File: config.mk
export PLATFORM = sky130hd
export DESIGN_NAME = sys_bus_dma_flat
export DESIGN_NICKNAME = d
export VERILOG_FILES = /design/src/rtl/sys_bus_dma_if.sv /design/src/rtl/sys_bus_dma.sv /design/src/flat_wrapper.sv
export SDC_FILE = /design/constraint.sdc
export NUM_CORES = 1
export LEC_CHECK = 0
export ABC_AREA = 1
export BUFFER_PORTS_ARGS = -buffer_cell sky130_fd_sc_hd__buf_4
export CAP_MARGIN = 10
export CORE_MARGIN = 10
export CORE_UTILIZATION = 40
export CTS_BUF_LIST = sky130_fd_sc_hd__clkbuf_4 sky130_fd_sc_hd__clkbuf_8
export CTS_CLUSTER_DIAMETER = 30
export DETAILED_ROUTE_END_ITERATION = 6
export PLACE_DENSITY = 0.67
export SLEW_MARGIN = 20
export SYNTH_ARGS = -nofsm -noshare
export SYNTH_HDL_FRONTEND = slang
export SYNTH_SLANG_ARGS = --single-unit
File: constraint.sdc
create_clock -name sys_clk -period 3.3 [get_ports sys_clk]
set_clock_uncertainty 0.2 [all_clocks]
set_input_delay 0.33 -clock sys_clk [delete_from_list [all_inputs] [get_ports sys_clk]]
set_output_delay 0.33 -clock sys_clk [all_outputs]
set_load 0.02 [all_outputs]
File: src/rtl/sys_bus_dma_if.sv
// sys_bus_dma_if: picorv32-style native memory bus (valid/ready handshake).
// The master modport is the requester side; the slave modport is the responder.
interface sys_bus_dma_if;
  logic        mem_valid;
  logic        mem_instr;
  logic        mem_ready;
  logic [31:0] mem_addr;
  logic [31:0] mem_wdata;
  logic [3:0]  mem_wstrb;
  logic [31:0] mem_rdata;

  modport master (
    output mem_valid, mem_instr, mem_addr, mem_wdata, mem_wstrb,
    input  mem_ready, mem_rdata
  );

  modport slave (
    input  mem_valid, mem_instr, mem_addr, mem_wdata, mem_wstrb,
    output mem_ready, mem_rdata
  );
endinterface

File: src/rtl/sys_bus_dma.sv
// sys_bus_dma: word-copy DMA engine acting as a second initiator on the native bus.
// Define SYS_BUS_DMA_TIMEOUT_EN to abandon requests not acknowledged within TIMEOUT_CYCLES.
//
// state | meaning
// IDLE  | waiting for start
// RD    | read request on source pointer, held until mem_ready
// WGAP  | one idle bus cycle so the responder's ack logic re-arms
// WR    | write request on destination pointer, held until mem_ready
// NEXT  | advance pointers, decrement count, check for end or abort
// FIN   | final cycle; done/busy update on the following edge
module sys_bus_dma #(
  parameter int CNT_WIDTH      = 16,
  parameter int TIMEOUT_CYCLES = 256
) (
  input  logic                 sys_clk,
  input  logic                 sys_reset,
  input  logic                 start,
  input  logic                 abort,
  input  logic [31:0]          src_addr,
  input  logic [31:0]          dst_addr,
  input  logic [CNT_WIDTH-1:0] word_count,
  output logic                 busy,
  output logic                 done,
  output logic                 error,
  output logic [CNT_WIDTH-1:0] words_left,
  sys_bus_dma_if.master        bus
);

  typedef enum logic [2:0] {
    S_IDLE = 3'd0,
    S_RD   = 3'd1,
    S_WGAP = 3'd2,
    S_WR   = 3'd3,
    S_NEXT = 3'd4,
    S_FIN  = 3'd5
  } state_t;

  state_t               r_state;
  state_t               w_state_nxt;
  logic [31:0]          r_src;
  logic [31:0]          r_dst;
  logic [31:0]          r_data;
  logic [CNT_WIDTH-1:0] r_words_left;
  logic [CNT_WIDTH-1:0] w_words_dec;
  logic                 r_busy;
  logic                 r_done;
  logic                 r_abort;
  logic                 w_timeout;

  assign w_words_dec = r_words_left - CNT_WIDTH'(1);
  assign busy        = r_busy;
  assign done        = r_done;
  assign words_left  = r_words_left;

  always_ff @(posedge sys_clk or posedge sys_reset) begin
    if (sys_reset) r_state <= S_IDLE;
    else           r_state <= w_state_nxt;
  end

  always_comb begin
    w_state_nxt = r_state;
    case (r_state)
      S_IDLE: if (start) w_state_nxt = (word_count == '0) ? S_FIN : S_RD;
      S_RD: begin
        if (w_timeout)          w_state_nxt = S_FIN;
        else if (bus.mem_ready) w_state_nxt = S_WGAP;
      end
      S_WGAP: w_state_nxt = S_WR;
      S_WR: begin
        if (w_timeout)          w_state_nxt = S_FIN;
        else if (bus.mem_ready) w_state_nxt = S_NEXT;
      end
      // abort may have been latched earlier in the word or be live right now
      S_NEXT: w_state_nxt = (w_words_dec == '0 || r_abort || abort) ? S_FIN : S_RD;
      S_FIN:  w_state_nxt = S_IDLE;
      default: w_state_nxt = S_IDLE;
    endcase
  end

  // Bus outputs decode straight from state so reset drops mem_valid without a clock
  always_comb begin
    bus.mem_valid = 1'b0;
    bus.mem_instr = 1'b0;
    bus.mem_addr  = 32'h0;
    bus.mem_wdata = 32'h0;
    bus.mem_wstrb = 4'h0;
    case (r_state)
      S_RD: begin
        bus.mem_valid = 1'b1;
        bus.mem_addr  = r_src;
      end
      S_WR: begin
        bus.mem_valid = 1'b1;
        bus.mem_addr  = r_dst;
        bus.mem_wdata = r_data;
        bus.mem_wstrb = 4'hF;
      end
      default: ;
    endcase
  end

  always_ff @(posedge sys_clk or posedge sys_reset) begin
    if (sys_reset) begin
      r_src        <= 32'h0;
      r_dst        <= 32'h0;
      r_data       <= 32'h0;
      r_words_left <= '0;
      r_busy       <= 1'b0;
      r_done       <= 1'b0;
      r_abort      <= 1'b0;
    end else begin
      r_done <= (r_state == S_FIN);
      case (r_state)
        S_IDLE: begin
          if (start) begin
            r_src        <= src_addr & 32'hFFFF_FFFC;
            r_dst        <= dst_addr & 32'hFFFF_FFFC;
            r_words_left <= word_count;
            r_busy       <= 1'b1;
            r_abort      <= abort;
          end
        end
        S_RD: begin
          if (bus.mem_ready) r_data <= bus.mem_rdata;
          if (abort)         r_abort <= 1'b1;
        end
        S_WGAP, S_WR: begin
          if (abort) r_abort <= 1'b1;
        end
        S_NEXT: begin
          r_src        <= r_src + 32'd4;
          r_dst        <= r_dst + 32'd4;
          r_words_left <= w_words_dec;
        end
        S_FIN: begin
          r_busy  <= 1'b0;
          r_abort <= 1'b0;
        end
        default: ;
      endcase
    end
  end

`ifdef SYS_BUS_DMA_TIMEOUT_EN
  localparam int TMO_W = (TIMEOUT_CYCLES > 1) ? $clog2(TIMEOUT_CYCLES) : 1;

  logic [TMO_W-1:0] r_tmo_cnt;
  logic             r_error;
  logic             w_in_req;
  logic             w_req_entry;

  assign w_in_req    = (r_state == S_RD) || (r_state == S_WR);
  assign w_req_entry = ((w_state_nxt == S_RD) || (w_state_nxt == S_WR)) && (w_state_nxt != r_state);
  assign w_timeout   = w_in_req && !bus.mem_ready && (r_tmo_cnt == '0);
  assign error       = r_error;

  // Down-counter reloaded on every request entry; terminal count is zero
  always_ff @(posedge sys_clk or posedge sys_reset) begin
    if (sys_reset) begin
      r_tmo_cnt <= '0;
      r_error   <= 1'b0;
    end else begin
      if (w_req_entry)                        r_tmo_cnt <= TMO_W'(TIMEOUT_CYCLES - 1);
      else if (w_in_req && r_tmo_cnt != '0)   r_tmo_cnt <= r_tmo_cnt - TMO_W'(1);
      if (r_state == S_IDLE && start) r_error <= 1'b0;
      else if (w_timeout)             r_error <= 1'b1;
    end
  end
`else
  assign w_timeout = 1'b0;
  assign error     = 1'b0;
`endif

endmodule
File: src/flat_wrapper.sv
// flat-port wrapper written by rule: the top's interface ports become plain ports
module sys_bus_dma_flat 
#(
  parameter int CNT_WIDTH      = 16,
  parameter int TIMEOUT_CYCLES = 256
)
  (sys_clk, sys_reset, start, abort, src_addr, dst_addr, word_count, busy, done, error, words_left, bus_mem_valid, bus_mem_instr, bus_mem_addr, bus_mem_wdata, bus_mem_wstrb, bus_mem_ready, bus_mem_rdata);
  sys_bus_dma_if bus_i ();
  input  logic sys_clk;
  input  logic sys_reset;
  input  logic start;
  input  logic abort;
  input  logic [31:0] src_addr;
  input  logic [31:0] dst_addr;
  input  logic [CNT_WIDTH-1:0] word_count;
  output logic busy;
  output logic done;
  output logic error;
  output logic [CNT_WIDTH-1:0] words_left;
  output wire logic [$bits(bus_i.mem_valid)-1:0] bus_mem_valid;
  output wire logic [$bits(bus_i.mem_instr)-1:0] bus_mem_instr;
  output wire logic [$bits(bus_i.mem_addr)-1:0] bus_mem_addr;
  output wire logic [$bits(bus_i.mem_wdata)-1:0] bus_mem_wdata;
  output wire logic [$bits(bus_i.mem_wstrb)-1:0] bus_mem_wstrb;
  input wire logic [$bits(bus_i.mem_ready)-1:0] bus_mem_ready;
  input wire logic [$bits(bus_i.mem_rdata)-1:0] bus_mem_rdata;
  assign bus_mem_valid = bus_i.mem_valid;
  assign bus_mem_instr = bus_i.mem_instr;
  assign bus_mem_addr = bus_i.mem_addr;
  assign bus_mem_wdata = bus_i.mem_wdata;
  assign bus_mem_wstrb = bus_i.mem_wstrb;
  assign bus_i.mem_ready = bus_mem_ready;
  assign bus_i.mem_rdata = bus_mem_rdata;
  sys_bus_dma #(.CNT_WIDTH(CNT_WIDTH), .TIMEOUT_CYCLES(TIMEOUT_CYCLES)) u_core (.sys_clk(sys_clk), .sys_reset(sys_reset), .start(start), .abort(abort), .src_addr(src_addr), .dst_addr(dst_addr), .word_count(word_count), .busy(busy), .done(done), .error(error), .words_left(words_left), .bus(bus_i));
endmodule
==> Word-level counts from Yosys, hierarchy flattened <==
Cells that the tools add are included.
{ "word_totals": {"register_bits": 118, "in_bits": 117, "wordCells": 56} }
{ "classes": {"n_addsub": 3, "eq_ne": 9, "mux": 21, "n_reduce_logical": 15} }
{ "op_table": {"columns": ["op", "count"], "rows": [
  ["32-bit one-hot mux with 2 select lines", 3],
  ["32-bit two-way mux", 3],
  ["32-bit by 3-bit adder with 32-bit output (second input constant)", 2],
  ["16-bit zero test", 2],
  ["16-bit one-hot mux with 2 select lines", 1],
  ["16-bit two-way mux", 1],
  ["16-bit by 1-bit subtractor with 16-bit output (second input constant)", 1],
  ["3-bit two-way mux", 5],
  ["3-bit one-hot mux with 5 select lines", 1],
  ["3-bit by 2-bit equality test with 1-bit output (second input constant)", 2],
  ["3-bit equality test (second input constant)", 2],
  ["2-bit inequality test (second input constant)", 3],
  ["2-bit AND reduction", 3],
  ["3-bit AND reduction", 2],
  ["1-bit two-way mux", 4],
  ["4-bit two-way mux", 1],
  ["2-bit nonzero test", 2],
  ["3-bit by 1-bit equality test with 1-bit output (second input constant)", 1],
  ["3-bit zero test", 1],
  ["1-bit one-hot mux with 3 select lines", 1],
  ["3-bit nonzero test", 1],
  ["3-bit OR reduction", 1],
  ["1-bit logical OR", 2],
  ["2-bit by 1-bit inequality test with 1-bit output (second input constant)", 1],
  ["2 further kinds", 2]
]} }

==> Logic depth before layout (Yosys ltp) <==
Gate-level depths: netlist of the first run.
{ "depth": {"ltp_word": 6, "depth_mapped": 13, "ltp_nobuf": 13} }

==> Least setup slack after synthesis of the first run <==
OpenSTA, ideal clock, no wires.
{ "synth_timing": {"kind": "register to output", "startpoint": "register u_core.r_state[2]", "endpoint": "output bus_mem_wdata[21]", "arrival_time_ns": 1.696, "t_required_ns": 2.770, "setup_slack_ns": 1.074, "stages_incl_launch_ff": 7, "path_buffers": 3, "path_cell_list": "dfrtp_1 -> buf_4 -> nor2_2 -> inv_2 -> clkbuf_1 -> clkbuf_1 -> nor2_1"} }
{ "synth_between": {"elab_chain_len": 2} }
{ "synth_rtl": {"columns": ["element", "line_no", "rtl"], "rows": [
  ["start, declared", "sys_bus_dma.sv:38", "state_t r_state;"],
  ["start signal, assigned", "sys_bus_dma.sv:57", "else r_state <= w_state_nxt;"],
  ["3-bit by 2-bit equality test with 1-bit output", "sys_bus_dma.sv:87", "case (r_state)"],
  ["32-bit two-way mux", "sys_bus_dma.sv:87", null],
  ["end, declared", "flat_wrapper.sv:23", "output wire logic [$bits(bus_i.mem_wdata)-1:0] bus_mem_wdata;"]
]} }
Every way passes these cells.

==> Worst setup path after layout of the first run <==
{ "layout_timing": {"startpoint": "register u_core.r_state[2]", "endpoint": "register u_core.r_src[30]"} }
{ "layout_between": {"elab_chain_len": 3, "elab_cells_between_ends": 6, "classes_between": "2 x eq/ne; 1 x mux; 3 x reduce/logical"} }
{ "layout_rtl": {"columns": ["element", "line_no", "rtl"], "rows": [
  ["3-bit equality test / 3-bit zero test (equally long branches)", "sys_bus_dma.sv:113", "case (r_state)"],
  ["2-bit nonzero test (no line) / 2-bit inequality test (equally long branches)", null, null],
  ["2-bit AND reduction (no line)", null, null],
  ["end signal, assigned", "sys_bus_dma.sv:116", "r_src <= src_addr & 32'hFFFF_FFFC;"],
  ["end signal, assigned", "sys_bus_dma.sv:131", "r_src <= r_src + 32'd4;"],
  ["end, declared", "sys_bus_dma.sv:40", "logic [31:0] r_src;"]
]} }
Several ways; a longest one is shown, not always the timed one.
A chain may end at the register's enable or synchronous reset.

==> run_results.csv, run 1 <==
group,metric,value,unit
outcome,status,"finished, final reports clean",
floorplanning,rows,49,
worst_setup_path,r2r_cells,8,
clock_network,root_buffer,"clkbuf_8",
pwr,p_per_area,885,mW/mm2
worst_setup_path,critPathCaptureType,"flip-flop",
grt,grtUsageMet3,5.96,%
route,drc,0,
worst_setup_path,r2r_slack,0.47,ns
worst_setup_path,worst-path-buf-inv,3,
route,viasPerCell,5.25,
logic_synthesis,yosys.area_share.simple,29.5,%
logic_synthesis,syn-cell-area,0.00734,mm2
clock_network,cts_buffers,17,
pwr,ir_worst_vdd,0.000517,V
timing,setup_viol_count_final,0,
logic_synthesis,ys_warn_count,0,
logic_synthesis,synth_compound_area_share,17.6,%
worst_setup_path,cp_max_fo,42,
placement,dp_cells,1387,
timing,fmax,353,MHz
clock_network,clk_latency,0.44,ns
worst_setup_path,cp_slowest_cell,"nor2_2",
worst_setup_path,timing_worst_setup_path_type,"flip-flop to flip-flop",
logic_synthesis,ys.flop_type,"dfrtp_1",
route,route.detailed.wl_per_inst,17.5,um
timing,rsz0062_at_grt,"false",
floorplanning,core_area,0.0180,mm2
grt,grt_busiest_layer,"met2",
clock_network,hold_buffers,98,
worst_setup_path,reg2reg_from,"u_core.r_state[2]$_DFFE_PP0P_",
timing,tns,0,ns
worst_setup_path,critical_path_arrival,2.95,ns
worst_setup_path,cpPeakStageDelay,0.86,ns
logic_synthesis,async_flop_share,100,%
logic_synthesis,synth_fa_ha_area_share,0.681,%
final_layout,layout.cells.non_filler,1516,
placement,place.gp.congestion,0.958,
worst_setup_path,path_cells,"nor2_2 -> inv_2 -> nor2_8 -> nor2_2 -> inv_2 -> buf_12 -> o211ai_1 -> o21ai_1",
logic_synthesis,synthCells,995,
route,num_vias,7953,
timing,slew_viol_final,0,
placement,io_buffer_count,197,
min_path,min_path_type,"input pin to flip-flop",
logic_synthesis,synth_edf_count,0,
grt,grt_overflow,0,
floorplanning,die_width,156,um
clock_network,numClockSinks,114,
route,drt_iter0_drc,640,
logic_synthesis,seq_area_frac_synth,38.8,%
timing,min_period,2.83,ns
grt,grt_pass1_vias,8073,
route,ant_nets,0,
clock_network,cts_setup_buffers,0,
grt,antenna_found_initial,1,
logic_synthesis,synth_cell_type_count,53,
timing,hold_violations,0,
run,maxCapViolCount,0,
grt,globalRouteMet1Util,26.0,%
worst_setup_path,critical_path_required,3.42,ns
clock_network,cts_tree,"yes",
timing,slew_headroom,25.2,%
logic_synthesis,synth_mux_area_share,0.273,%
placement,hpwl,18800,um
grt,globalRouteMet2Util,35.4,%
logic_synthesis,netlist.area_leader.share,38.8,%
grt,grt_max_degree,65,
timing,finalCritPeriodShare,85.7,%
worst_setup_path,path_depth,8,
floorplanning,initial_core_util,40.7,%
timing,worstMarginPinSlew,1.12,ns
grt,grt_pass1_wl,42100,um
grt,grtUsageTotal,21.5,%
clock_network,ctsResizeCount,0,
route,routed_wl,26500,um
worst_setup_path,setup.worst_path.end,"u_core.r_src[30]$_DFFE_PP0P_",
floorplanning,dieArea,0.0242,mm2
floorplanning,io_pins,206,
worst_setup_path,setup.worst_path.start_class,"flip-flop",
final_layout,finalNetCount,1396,
logic_synthesis,synth_top_family_by_area,"simple AND/OR/NAND/NOR gates",
logic_synthesis,synth_xor_area_share,2.03,%
clock_network,path_clk_slew,0.07,ns
logic_synthesis,ys_top_cells_by_area,"dfrtp_1 (39%), nand2_1 (8.4%), nor2_1 (7.1%)",
logic_synthesis,ys_ff_latch,114,
pwr,power_leakage,0.00487,uW
final_layout,drive_gt1_share,24.5,%
route,drt-pass1-iter-count,5,
worst_setup_path,crit_start,"u_core.r_state[2]$_DFFE_PP0P_",
logic_synthesis,synth_area_leader_cell,"dfrtp_1",
timing,hold_ws,0.0185,ns
final_layout,area_delta_synth_final,40.9,%
logic_synthesis,synth_area_per_cell,7.38,um2
floorplanning,die_h,156,um
clock_network,cts_buffer_depth,2,
worst_setup_path,critical-path-top-delay-family,"simple AND/OR/NAND/NOR gates",
clock_network,htree_levels,4,
worst_setup_path,r2r-end,"u_core.r_src[30]$_DFFE_PP0P_",
## worst min-delay path by stage
stage / from / to / slack, ns / cells past startpoint
after floorplan: bus_mem_ready / u_core.r_state[1]$_DFFE_PP0P_ / 0.24 / 1
after global routing: dst_addr[3] / u_core.r_dst[3]$_DFFE_PP0P_ / 0.02 / 3
after detailed placement: u_core.r_data[2]$_DFFE_PP0P_ / u_core.r_data[2]$_DFFE_PP0P_ / 0.30 / 2
final: word_count[12] / u_core.words_left[12]$_DFFE_PP0P_ / 0.02 / 3
after global placement: u_core.r_data[23]$_DFFE_PP0P_ / u_core.r_data[23]$_DFFE_PP0P_ / 0.29 / 2
after CTS: word_count[12] / u_core.words_left[12]$_DFFE_PP0P_ / 0.0002 / 3
## Yosys cell counts (3+ instances only)
library cell	instances
inv_2	14
o211ai_1	28
xor2_1	16
o21ai_0	27
nor2_4	12
o21ai_1	15
nand3b_1	3
nor2_2	14
nand2_2	13
nor4_1	3
dfrtp_1	114
o22ai_1	34
o22ai_2	3
nand3_1	48
clkbuf_1	17
inv_1	134
a21oi_1	57
nor2_1	138
nand4_1	19
buf_4	11
o31ai_1	4
o221ai_1	16
nor3_2	5
buf_2	17
nand3_2	6
nand2_1	165
ha_1	4
a22oi_1	4
nor3_1	23
a221oi_1	3
## tightest hold or removal path: cells and delay by family
family	cells	cell delay (ns)
buf+inv	2	0.12
compound gates	1	0.18
## stage by stage
| step | util (%) | setup slack, ns | power [uW] | instance area (um2) |
|---|---|---|---|---|
| floorplan | - | 1.07 | 5940 | 7360 |
| global placement | 49.8 | 0.576 | 7640 | 8980 |
| detailed placement | 49.8 | 0.531 | 7730 | 8980 |
| CTS | 57.4 | 0.496 | 9140 | 10300 |
| global route | 57.4 | 0.347 | 9830 | 10300 |
| finish | 57.4 | 0.471 | 9160 | 10300 |
## layer usage
layer / routed length, um / up-vias
li1: - / 3845
met1: 10700 / 3734
met2: 12800 / 315
met3: 2190 / 59
met4: 870 / 0
met5: 0 / -
## cells in the final DEF, fill, tap and decap left out, drive strengths merged, types with 6 or more instances in the layout
cell type,netlist,layout
inv,148,147
nand3,54,54
a21oi,58,58
o221ai,16,16
nor2,165,165
o21ai,42,42
clkinv,2,6
o211ai,29,29
nand4,20,20
clkbuf,17,25
dfrtp,114,114
xor2,16,16
buf,31,208
nor3,30,30
o22ai,37,37
dlygate4sd3,0,98
nand2,179,179
## state kept, by name, summed over array words and instances, names as in the netlist
signal,count
u_core.done,1
u_core.r_src,30
u_core.r_data,32
u_core.r_abort,1
u_core.r_dst,30
u_core.r_state,3
u_core.busy,1
u_core.words_left,16
## kinds of logic (layout without fill, tap and decap cells)
group | count (synthesis) | in the layout
simple gates | 456 | 456
compound gates | 203 | 203
buf+inv | 198 | 486
flops | 114 | 114
xor+xnor | 17 | 17
fa+ha+maj | 4 | 4
mux | 2 | 2
other cells | 1 | 5
## where the power goes
part           total (uW)  internal, uW  switching [uW]
Combinational        5080          1870            3220
Sequential           2780          2080             700
Clock                1290           720             573
## area by class of cell
type | instances | area (um2)
timing repair buffer | 306 | 2570
sequential | 114 | 2850
clock inverter | 5 | 50.0
multi-input combinational | 686 | 3690
fill | 1673 | 7680
tap | 229 | 287
inverter | 150 | 568
clock buffer | 25 | 332
antenna | 1 | 2.50
Note: power is estimated with default switching activity, not from simulation.
==> inputs of run 2 (changes only) <==
--- a/config.mk
+++ b/config.mk
@@ -14,5 +14,5 @@
 export CTS_CLUSTER_DIAMETER = 30
 export DETAILED_ROUTE_END_ITERATION = 6
-export PLACE_DENSITY = 0.67
+export PLACE_DENSITY_LB_ADDON = 0.2
 export SLEW_MARGIN = 20
 export SYNTH_ARGS = -nofsm -noshare
==> constraint.sdc (replaced) <==
create_clock -name sys_clk -period 3.3 [get_ports sys_clk]
set_clock_uncertainty 0.2 [all_clocks]
set_input_delay 0.165 -clock sys_clk [delete_from_list [all_inputs] [get_ports sys_clk]]
set_output_delay 0.165 -clock sys_clk [all_outputs]
set_load 0.02 [all_outputs]
==> run 2 against run 1 <==
Sequential cell count unchanged. Largest power group unchanged. Setup slack worse by 0.028 ns. Sequential share of layout area down 0.44 points. Critical path depth unchanged. Die area unchanged. Count of clock-buffer cells in the layout up 2. Via count down 0.86%. First-iteration DRC count down 10%. Critical endpoint is now u_core.r_dst[31]$_DFFE_PP0P_. Routed wire length down 1.7%.
==> run_results.csv, run 2 (synthesis results as in run 1) <==
group,metric,value,unit
final_layout,area_delta_synth_final,43.2,%
final_layout,drive_gt1_share,24.2,%
placement,hpwl,18600,um
timing,tns,0,ns
clock_network,clk_latency,0.45,ns
clock_network,cts_buffers,17,
placement,place.gp.congestion,0.940,
grt,grt_max_degree,67,
timing,worstMarginPinSlew,1.13,ns
clock_network,cts_tree,"yes",
clock_network,path_clk_slew,0.08,ns
worst_setup_path,worst-path-buf-inv,3,
route,drt-pass1-iter-count,5,
grt,grt_pass1_wl,42000,um
final_layout,finalNetCount,1410,
clock_network,htree_levels,4,
route,routed_wl,26100,um
route,drc,0,
grt,globalRouteMet1Util,26.7,%
grt,grt_overflow,0,
final_layout,final_common_cell,"buf_4",
worst_setup_path,cp_slowest_cell,"nor2_2",
timing,fmax,350,MHz
floorplanning,die_width,156,um
clock_network,cts_buffer_depth,2,
final_layout,reg.largest.list,"u_core.r_data: 32 flops, u_core.r_dst: 30 flops, u_core.r_src: 30 flops",
timing,finalCritPeriodShare,86.6,%
final_layout,top_register,"u_core.r_data",
timing,hold_violations,0,
worst_setup_path,timing_worst_setup_path_type,"flip-flop to flip-flop",
floorplanning,io_pins,206,
run,maxCapViolCount,0,
grt,grtUsageMet3,5.73,%
final_layout,mostFrequentLayoutCells,"buf_4 (206), nand2_1 (165), nor2_1 (138)",
grt,globalRouteMet2Util,35.8,%
final_layout,largest_reg_flops,32,
final_layout,layout.cells.non_filler,1532,
floorplanning,initial_core_util,40.7,%
worst_setup_path,setup.worst_path.start_class,"flip-flop",
grt,grtUsageTotal,21.5,%
clock_network,root_buffer,"clkbuf_8",
grt,grt_busiest_layer,"met2",
pwr,ir_worst_vdd,0.000572,V
floorplanning,dieArea,0.0242,mm2
timing,slew_headroom,24.6,%
route,drt_iter0_drc,573,
placement,dp_cells,1386,
min_path,min_path_type,"input pin to async pin",
route,num_vias,7885,
worst_setup_path,cpPeakStageDelay,0.87,ns
worst_setup_path,path_cells,"nor2_2 -> inv_2 -> nor2_8 -> nor2_2 -> inv_2 -> buf_12 -> o211ai_1 -> o21ai_0",
worst_setup_path,critical_path_required,3.43,ns
clock_network,cts_setup_buffers,0,
timing,setup_viol_count_final,0,
pwr,p_per_area,881,mW/mm2
placement,io_buffer_count,197,
grt,grt_pass1_vias,7995,
worst_setup_path,critical_path_arrival,2.99,ns
floorplanning,die_h,156,um
outcome,status,"finished, final reports clean",
timing,min_period,2.86,ns
worst_setup_path,cp_max_fo,42,
floorplanning,core_area,0.0180,mm2
worst_setup_path,critPathCaptureType,"flip-flop",
worst_setup_path,critical-path-top-delay-family,"simple AND/OR/NAND/NOR gates",
route,ant_nets,0,
grt,antenna_found_initial,2,
timing,slew_viol_final,0,
floorplanning,rows,49,
route,viasPerCell,5.15,
timing,rsz0062_at_grt,"false",
pwr,power_leakage,0.00494,uW
clock_network,numClockSinks,114,
route,route.detailed.wl_per_inst,17.0,um
-- run 2: cell count changes in the layout (fill, tap and decap cells not counted), sizes merged --
cell / delta
buf: -1
dlygate4sd3: +15
bufinv: +1
clkinv: -2
clkbuf: +2
diode: +1
-- run 2: cell type report --
class	instances	area (um2)
diodes	2	5.00
clock buffers	27	347
clock inverters	4	70.1
fillers	1683	7510
inverters	150	568
multi-input cells	686	3690
flip-flops and latches	114	2850
well taps	229	287
repair buffers	320	2700
-- run 2: per-stage QoR --
stage / utilization [%] / hold WS [ns] / instance area [um2] / worst slack (ns) / total power (uW)
after floorplan: - / 0.0751 / 7360 / 1.24 / 5940
after global placement: 49.7 / 0.196 / 8960 / 0.502 / 7660
after detailed placement: 49.7 / 0.202 / 8960 / 0.436 / 7740
after CTS: 58.3 / 0.276 / 10500 / 0.441 / 9290
after global routing: 58.3 / 0.303 / 10500 / 0.292 / 9990
final: 58.3 / 0.272 / 10500 / 0.442 / 9270
-- run 2: per-layer routing --
| layer | share of wire [%] | up-vias |
|---|---|---|
| met2 | 49 | 249 |
| li1 | - | 3888 |
| met1 | 42 | 3712 |
| met5 | 0 | - |
| met4 | 1.9 | 0 |
| met3 | 7.2 | 36 |
-- run 2: path summary, 6_finish.rpt --
kind                       slack, ns                          start                               end  cells past startpoint
min in group sys_clk            0.29                   dst_addr[19]      u_core.r_dst[19]$_DFFE_PP0P_                      4
max                             0.44  u_core.r_state[2]$_DFFE_PP0P_      u_core.r_dst[31]$_DFFE_PP0P_                      8
max in group asynchronous       1.92                      sys_reset  u_core.words_left[9]$_DFFE_PP0P_                      4
max reg2reg                     0.44  u_core.r_state[2]$_DFFE_PP0P_      u_core.r_dst[31]$_DFFE_PP0P_                      8
min                             0.27                      sys_reset     u_core.r_data[30]$_DFFE_PP0P_                      4
min reg2reg                     0.31  u_core.r_data[13]$_DFFE_PP0P_     u_core.r_data[13]$_DFFE_PP0P_                      2
-- run 2: repair_timing --
| action | CTS | global route |
|---|---|---|
| hold buffers | 113 | 0 |
| resized for setup | 0 | 0 |
| hold endpoints to repair | 226 | 0 |
-- run 2: power breakdown --
group          switching [uW]  total, uW  internal (uW)
clock                     582       1400            820
sequential                692       2780           2080
combinational            3200       5090           1890
-- run 2: tightest hold or removal path: cells and delay by family --
family	cells	cell delay [ns]
buffers and inverters	4	1.24
